<file path="src/rtl/qsa_pkg.sv">
// qsa_pkg: FSM state encoding and width helpers shared by the question set allocator.
package qsa_pkg;

    typedef enum logic [2:0] {IDLE, CLEAR, FILL, STREAM, DONE} state_e;

    function automatic int w_idx(input int n);
        return (n <= 1) ? 1 : $clog2(n);
    endfunction

    function automatic int w_cnt(input int n);
        return $clog2(n + 1);
    endfunction

endpackage

</file>
<file path="src/rtl/qsa_argmin.sv">
// qsa_argmin: picks the non-excluded question code with the lowest count,
// breaking ties by scanning cyclically upward from base_i.
module qsa_argmin #(
    parameter int N_Q = 3,
    parameter int CW  = 3,
    parameter int QW  = 2
) (
    input  logic [N_Q-1:0][CW-1:0] cnt_i,
    input  logic [N_Q-1:0]         excl_i,
    input  logic [QW-1:0]          base_i,
    output logic [QW-1:0]          sel_o
);

    int          idx;
    logic        found;
    logic [CW-1:0] best;

    // strict less-than keeps the earliest candidate in scan order on ties
    always_comb begin
        sel_o = '0;
        found = 1'b0;
        best  = '0;
        idx   = 0;
        for (int k = 0; k < N_Q; k++) begin
            idx = ((base_i == '0) ? 0 : int'(base_i) - 1) + k;
            idx = (idx >= N_Q) ? idx - N_Q : idx;
            if (!excl_i[idx] && (!found || cnt_i[idx] < best)) begin
                found = 1'b1;
                best  = cnt_i[idx];
                sel_o = QW'(idx + 1);
            end
        end
    end

endmodule

</file>
<file path="src/rtl/question_set_allocator.sv">
// question_set_allocator: fills a students x slots table of question codes
// column by column with balanced counts, then streams it out row-major.
module question_set_allocator
    import qsa_pkg::*;
#(
    parameter int N_STUDENTS  = 5,
    parameter int N_QUESTIONS = 3,
    parameter int N_SLOTS     = 3
) (
    input  logic                              clk,
    input  logic                              rst_n,
    input  logic                              start,
    input  logic [w_cnt(N_QUESTIONS)-1:0]     tie_base,
    output logic                              busy,
    output logic                              out_valid,
    input  logic                              out_ready,
    output logic [w_idx(N_STUDENTS)-1:0]      out_student,
    output logic [w_idx(N_SLOTS)-1:0]         out_slot,
    output logic [w_cnt(N_QUESTIONS)-1:0]     out_question,
    output logic                              done
);

    localparam int SW = w_idx(N_STUDENTS);
    localparam int KW = w_idx(N_SLOTS);
    localparam int QW = w_cnt(N_QUESTIONS);
    localparam int CW = w_cnt(N_STUDENTS);

    if (N_SLOTS < 1 || N_SLOTS > N_QUESTIONS) begin : g_bad_slots
        $error("N_SLOTS must lie in 1..N_QUESTIONS");
    end

    state_e                         state_q;
    logic [QW-1:0]                  tb_q;
    logic [SW-1:0]                  r_q;
    logic [KW-1:0]                  c_q;
    logic [N_QUESTIONS-1:0][CW-1:0] cnt_q;
    logic [QW-1:0]                  tbl_q [N_STUDENTS][N_SLOTS];
    logic [N_QUESTIONS-1:0]         excl;
    logic [QW-1:0]                  sel;

    // codes already placed earlier in the current row are not candidates
    always_comb begin
        excl = '0;
        for (int j = 0; j < N_SLOTS; j++)
            for (int q = 1; q <= N_QUESTIONS; q++)
                if (j < int'(c_q) && int'(tbl_q[r_q][j]) == q) excl[q-1] = 1'b1;
    end

    qsa_argmin #(.N_Q(N_QUESTIONS), .CW(CW), .QW(QW)) u_argmin (
        .cnt_i  (cnt_q),
        .excl_i (excl),
        .base_i (tb_q),
        .sel_o  (sel)
    );

    assign busy         = state_q != IDLE;
    assign out_valid    = state_q == STREAM;
    assign done         = state_q == DONE;
    assign out_student  = out_valid ? r_q : '0;
    assign out_slot     = out_valid ? c_q : '0;
    assign out_question = out_valid ? tbl_q[r_q][c_q] : '0;

    always_ff @(posedge clk or negedge rst_n) begin
        if (!rst_n) begin
            state_q <= IDLE;
            tb_q    <= QW'(1);
            r_q     <= '0;
            c_q     <= '0;
            cnt_q   <= '0;
            for (int i = 0; i < N_STUDENTS; i++)
                for (int j = 0; j < N_SLOTS; j++) tbl_q[i][j] <= '0;
        end else begin
            case (state_q)
                IDLE: if (start) begin
                    tb_q    <= (tie_base == '0 || int'(tie_base) > N_QUESTIONS) ? QW'(1) : tie_base;
                    state_q <= CLEAR;
                end
                CLEAR: begin
                    r_q     <= '0;
                    c_q     <= '0;
                    cnt_q   <= '0;
                    state_q <= FILL;
                    for (int i = 0; i < N_STUDENTS; i++)
                        for (int j = 0; j < N_SLOTS; j++) tbl_q[i][j] <= '0;
                end
                FILL: begin
                    tbl_q[r_q][c_q] <= sel;
                    if (int'(r_q) == N_STUDENTS - 1) begin
                        // column complete: next column starts from zero counts
                        cnt_q   <= '0;
                        r_q     <= '0;
                        c_q     <= (int'(c_q) == N_SLOTS - 1) ? '0 : c_q + 1'b1;
                        state_q <= (int'(c_q) == N_SLOTS - 1) ? STREAM : FILL;
                    end else begin
                        r_q <= r_q + 1'b1;
                        for (int q = 0; q < N_QUESTIONS; q++)
                            if (int'(sel) == q + 1 && cnt_q[q] < CW'(N_STUDENTS)) cnt_q[q] <= cnt_q[q] + 1'b1;
                    end
                end
                STREAM: if (out_ready) begin
                    if (int'(c_q) == N_SLOTS - 1) begin
                        c_q     <= '0;
                        r_q     <= (int'(r_q) == N_STUDENTS - 1) ? '0 : r_q + 1'b1;
                        state_q <= (int'(r_q) == N_STUDENTS - 1) ? DONE : STREAM;
                    end else begin
                        c_q <= c_q + 1'b1;
                    end
                end
                DONE: state_q <= IDLE;
                default: state_q <= IDLE;
            endcase
        end
    end

endmodule

</file>
<file path="config.mk">
export PLATFORM = sky130hd
export DESIGN_NAME = question_set_allocator
export DESIGN_NICKNAME = d
export VERILOG_FILES = /design/src/rtl/qsa_pkg.sv /design/src/rtl/qsa_argmin.sv /design/src/rtl/question_set_allocator.sv
export SDC_FILE = /design/constraint.sdc
export NUM_CORES = 1
export LEC_CHECK = 0
export BUFFER_PORTS_ARGS = -buffer_cell sky130_fd_sc_hd__buf_4
export CAP_MARGIN = 20
export CORE_ASPECT_RATIO = 0.5
export CORE_MARGIN = 10
export CORE_UTILIZATION = 50
export DETAILED_ROUTE_END_ITERATION = 12
export GPL_ROUTABILITY_DRIVEN = 1
export PLACE_DENSITY = 0.67
export SYNTH_ARGS = -nofsm -noshare
export SYNTH_HDL_FRONTEND = slang
export SYNTH_SLANG_ARGS = --single-unit
</file>
<file path="constraint.sdc">
create_clock -name clk -period 7.9 [get_ports clk]
set_input_delay 1.185 -clock clk [delete_from_list [all_inputs] [get_ports clk]]
set_output_delay 1.185 -clock clk [all_outputs]
set_load 0.02 [all_outputs]
</file>
==> flow_metrics.tcl <==
set metrics [dict create \
    n_fill_cell 585 \
    power_density_mw_per_mm2 429 \
    drc 0 \
    whs_path_depth 2 \
    hpwl_um 6360 \
    p_int_mw 0.866 \
    hold_viol_final 0 \
    cp-end-kind "register" \
    area_delta_synth_final_pct 7.96 \
    grt_setup_unrepaired "no" \
    routed_wl_um 8950 \
    pwr-share-clk 0.150 \
    synth_area_mm2 0.00352 \
    setup_viol 0 \
    grt.total_usage 0.156 \
    startpoint "r_q[0]$_DFFE_PN0P_" \
    synth.avg_cell_area_um2 8.70 \
    comb_power_share 0.554 \
    ir_drop_mv 0.154 \
    hold_buffers 0 \
    fin_crit_sh 0.928 \
    worst_slew_pin_slew_ns 0.927 \
    required_ns 8.08 \
    critPathArrivalTime_ns 7.50 \
    critPathMaxFanout 26 \
    max_slew_margin 0.382 \
    fin_tns_setup_ns 0 \
    yosys_register_bits 49 \
    p_leak_nw 1.66 \
    async_flop_share 1.00 \
    clk_pin_slew_ns 0.07 \
    status "completed" \
    fin_skew_ns 0.00389 \
    synth.distinct_cells 76 \
    cts-root-buf "clkbuf_16" \
    ioPinCount 16 \
    postLayoutCoreUtil 0.563 \
    numCtsBuffers 5 \
    die_y_um 79.4 \
    ys_warn_count 0 \
    max_cap_violations 0 \
    vias_per_cell 6.35 \
    overflow 0 \
    n_antenna_cell 0 \
    fmax_mhz 136 \
    worstHoldStart "tbl_q[14]$_DFFE_PN0P_" \
    synth_nets 420 \
    layout-drive-gt1-share 0.141 \
    synth_cells 405 \
    nNetsFinal 420 \
    drtIter0Drc 314 \
    layout_min_cycle_time_ns 7.33 \
    wire_per_inst_um 18.0 \
    critPathKind "reg2reg" \
    gpl.final_weighted_congestion 0.912 \
    synth_edf_count 0 \
    layout_common_cells "dfrtp_1, o21ai_0, nor2_1, nand2_1, nand3_1" \
    coreArea_mm2 0.00675 \
    cts-htree-levels 2 \
    grt_pass1_wl_um 14500 \
    cts_max_path_buffers 2 \
    grt_pass1_vias 2793 \
    antenna_found_initial 0 \
    initial_core_util 0.522 \
    swShare 0.469 \
    ys.flop_type "dfrtp_1" \
    firstDrtPassIters 5 \
    num_vias 3154 \
    synth-seq-area-share 0.348 \
    start_kind "register" \
    grt_max_degree 50 \
    postCtsSetupBuffers 0 \
    share_seq_of_total_power 0.296 \
    port-buffer-count 15 \
    p_sw_mw 0.766 \
    maxSlewViolCount 0 \
    tritoncts "yes" \
    cts_resized 0 \
    rows 21 \
    reg2reg_depth 27 \
    fp.dieArea_mm2 0.0110 \
    layout_commonest_cell "dfrtp_1" \
    die_w_um 139 \
    postRouteAntennaNets 0 \
    hold_class "reg2reg" \
    cts_sinks 49 \
    r2r-start "r_q[0]$_DFFE_PN0P_" \
    clock_latency_ns 0.29 \
]
-- synth_stat cells (6+ instances only) --
master,instances,area [um^2]
ha_1,9,113
mux2i_1,15,150
dfrtp_1,48,1200
nand3_1,34,170
a21oi_1,18,90.1
and3_1,6,37.5
inv_1,9,33.8
nor3_1,7,35.0
nor2_1,38,143
nor2b_1,6,37.5
nand2_1,34,128
nand3b_1,6,45.0
mux2_2,6,67.6
o21ai_0,40,200
clkbuf_1,16,60.1
-- registers in the layout, indices dropped and copies added (netlist names) --
register / count
r_q: 3
tb_q: 2
cnt_q: 9
tbl_q: 30
state_q: 3
c_q: 2
-- kinds of logic (layout without fill, tap and decap cells) --
| logic type | count (synthesis) | in the layout | share of synthesized area |
|---|---|---|---|
| xor gates and xnor gates | 1 | 1 | 0.00249 |
| muxes | 22 | 22 | 0.0661 |
| AOI/OAI and AO/OA | 123 | 123 | 0.251 |
| DFF | 49 | 49 | 0.348 |
| buffers and inverters | 36 | 36 | 0.0508 |
| and+or+nand+nor | 165 | 165 | 0.249 |
| adders and majority gates | 9 | 9 | 0.0320 |
-- worst max-delay path, cell delays in order (launching register included) --
cell       delay, ns
dfrtp_1         0.95
mux2_2          0.42
a32o_1          0.21
or2_1           0.26
nor3b_2         0.42
or2_2           0.21
nor2_1          0.04
a21oi_1         0.22
a211o_1         0.15
ha_1            0.25
o311a_1         0.14
a221o_1         0.39
o2111ai_1       0.11
or4b_4          0.51
a311oi_4        0.37
nor2_1          0.08
a21oi_1         0.13
ha_1            0.27
a21oi_1         0.29
inv_1           0.08
a211o_1         0.28
o211ai_1        0.18
nand2b_4        0.09
a31oi_4         0.25
buf_4           0.26
and3b_1         0.24
and2_1          0.16
mux2_2          0.26
-- layer usage --
layer / vias to the layer above / global-route usage / routed length [um] / part of all wire
li1: 1503 / - / - / -
met1: 1549 / 0.216 / 4500 / 0.50
met2: 94 / 0.247 / 3930 / 0.44
met3: 8 / 0.0356 / 457 / 0.051
met4: 0 / 0.0259 / 58 / 0.0065
met5: - / 0 / 0 / 0
-- stage by stage --
step                      hold slack, ns  area [um^2]  setup WS, ns  power (mW)  instances
after floorplan                    0.463         3520          1.88        1.15        405
after global placement             0.486         3640         0.917        1.35        490
after detailed placement           0.490         3640         0.688        1.37        490
after CTS                          0.506         3800         0.655        1.62        497
after global routing               0.521         3800        0.0604        1.74        497
final                              0.501         3800         0.573        1.63        497
-- power groups by stage --
stage          registers, mW  logic [mW]  clock network [mW]
3_5_place_dp           0.483       0.888                   0
3_3_place_gp           0.478       0.870                   0
5_1_grt                0.499       0.986               0.258
6_report               0.483       0.904               0.244
4_1_cts                0.478       0.894               0.247
2_1_floorplan          0.397       0.754                   0
-- layout make-up --
class                      instances  area, um^2  share of cell area
inverter                          10        37.5             0.00987
clock inverter                     2        38.8              0.0102
sequential                        49        1230               0.323
multi-input combinational        320        2120               0.556
clock buffer                       5         125              0.0329
tap                               92         115              0.0303
timing repair buffer              19         143              0.0375
-- final timing paths --
check,end,slack (ns)
worst min-delay path,tbl_q[14]$_DFFE_PN0P_,0.50
worst max-delay path,cnt_q[3]$_DFFE_PN0P_,0.57
min in group asynchronous,tbl_q[2]$_DFFE_PN0P_,0.92
worst max register to register,cnt_q[3]$_DFFE_PN0P_,0.57
max in group asynchronous,cnt_q[7]$_DFFE_PN0P_,6.55
worst min register to register,tbl_q[14]$_DFFE_PN0P_,0.50
Note: power is estimated with default switching activity, not from simulation.
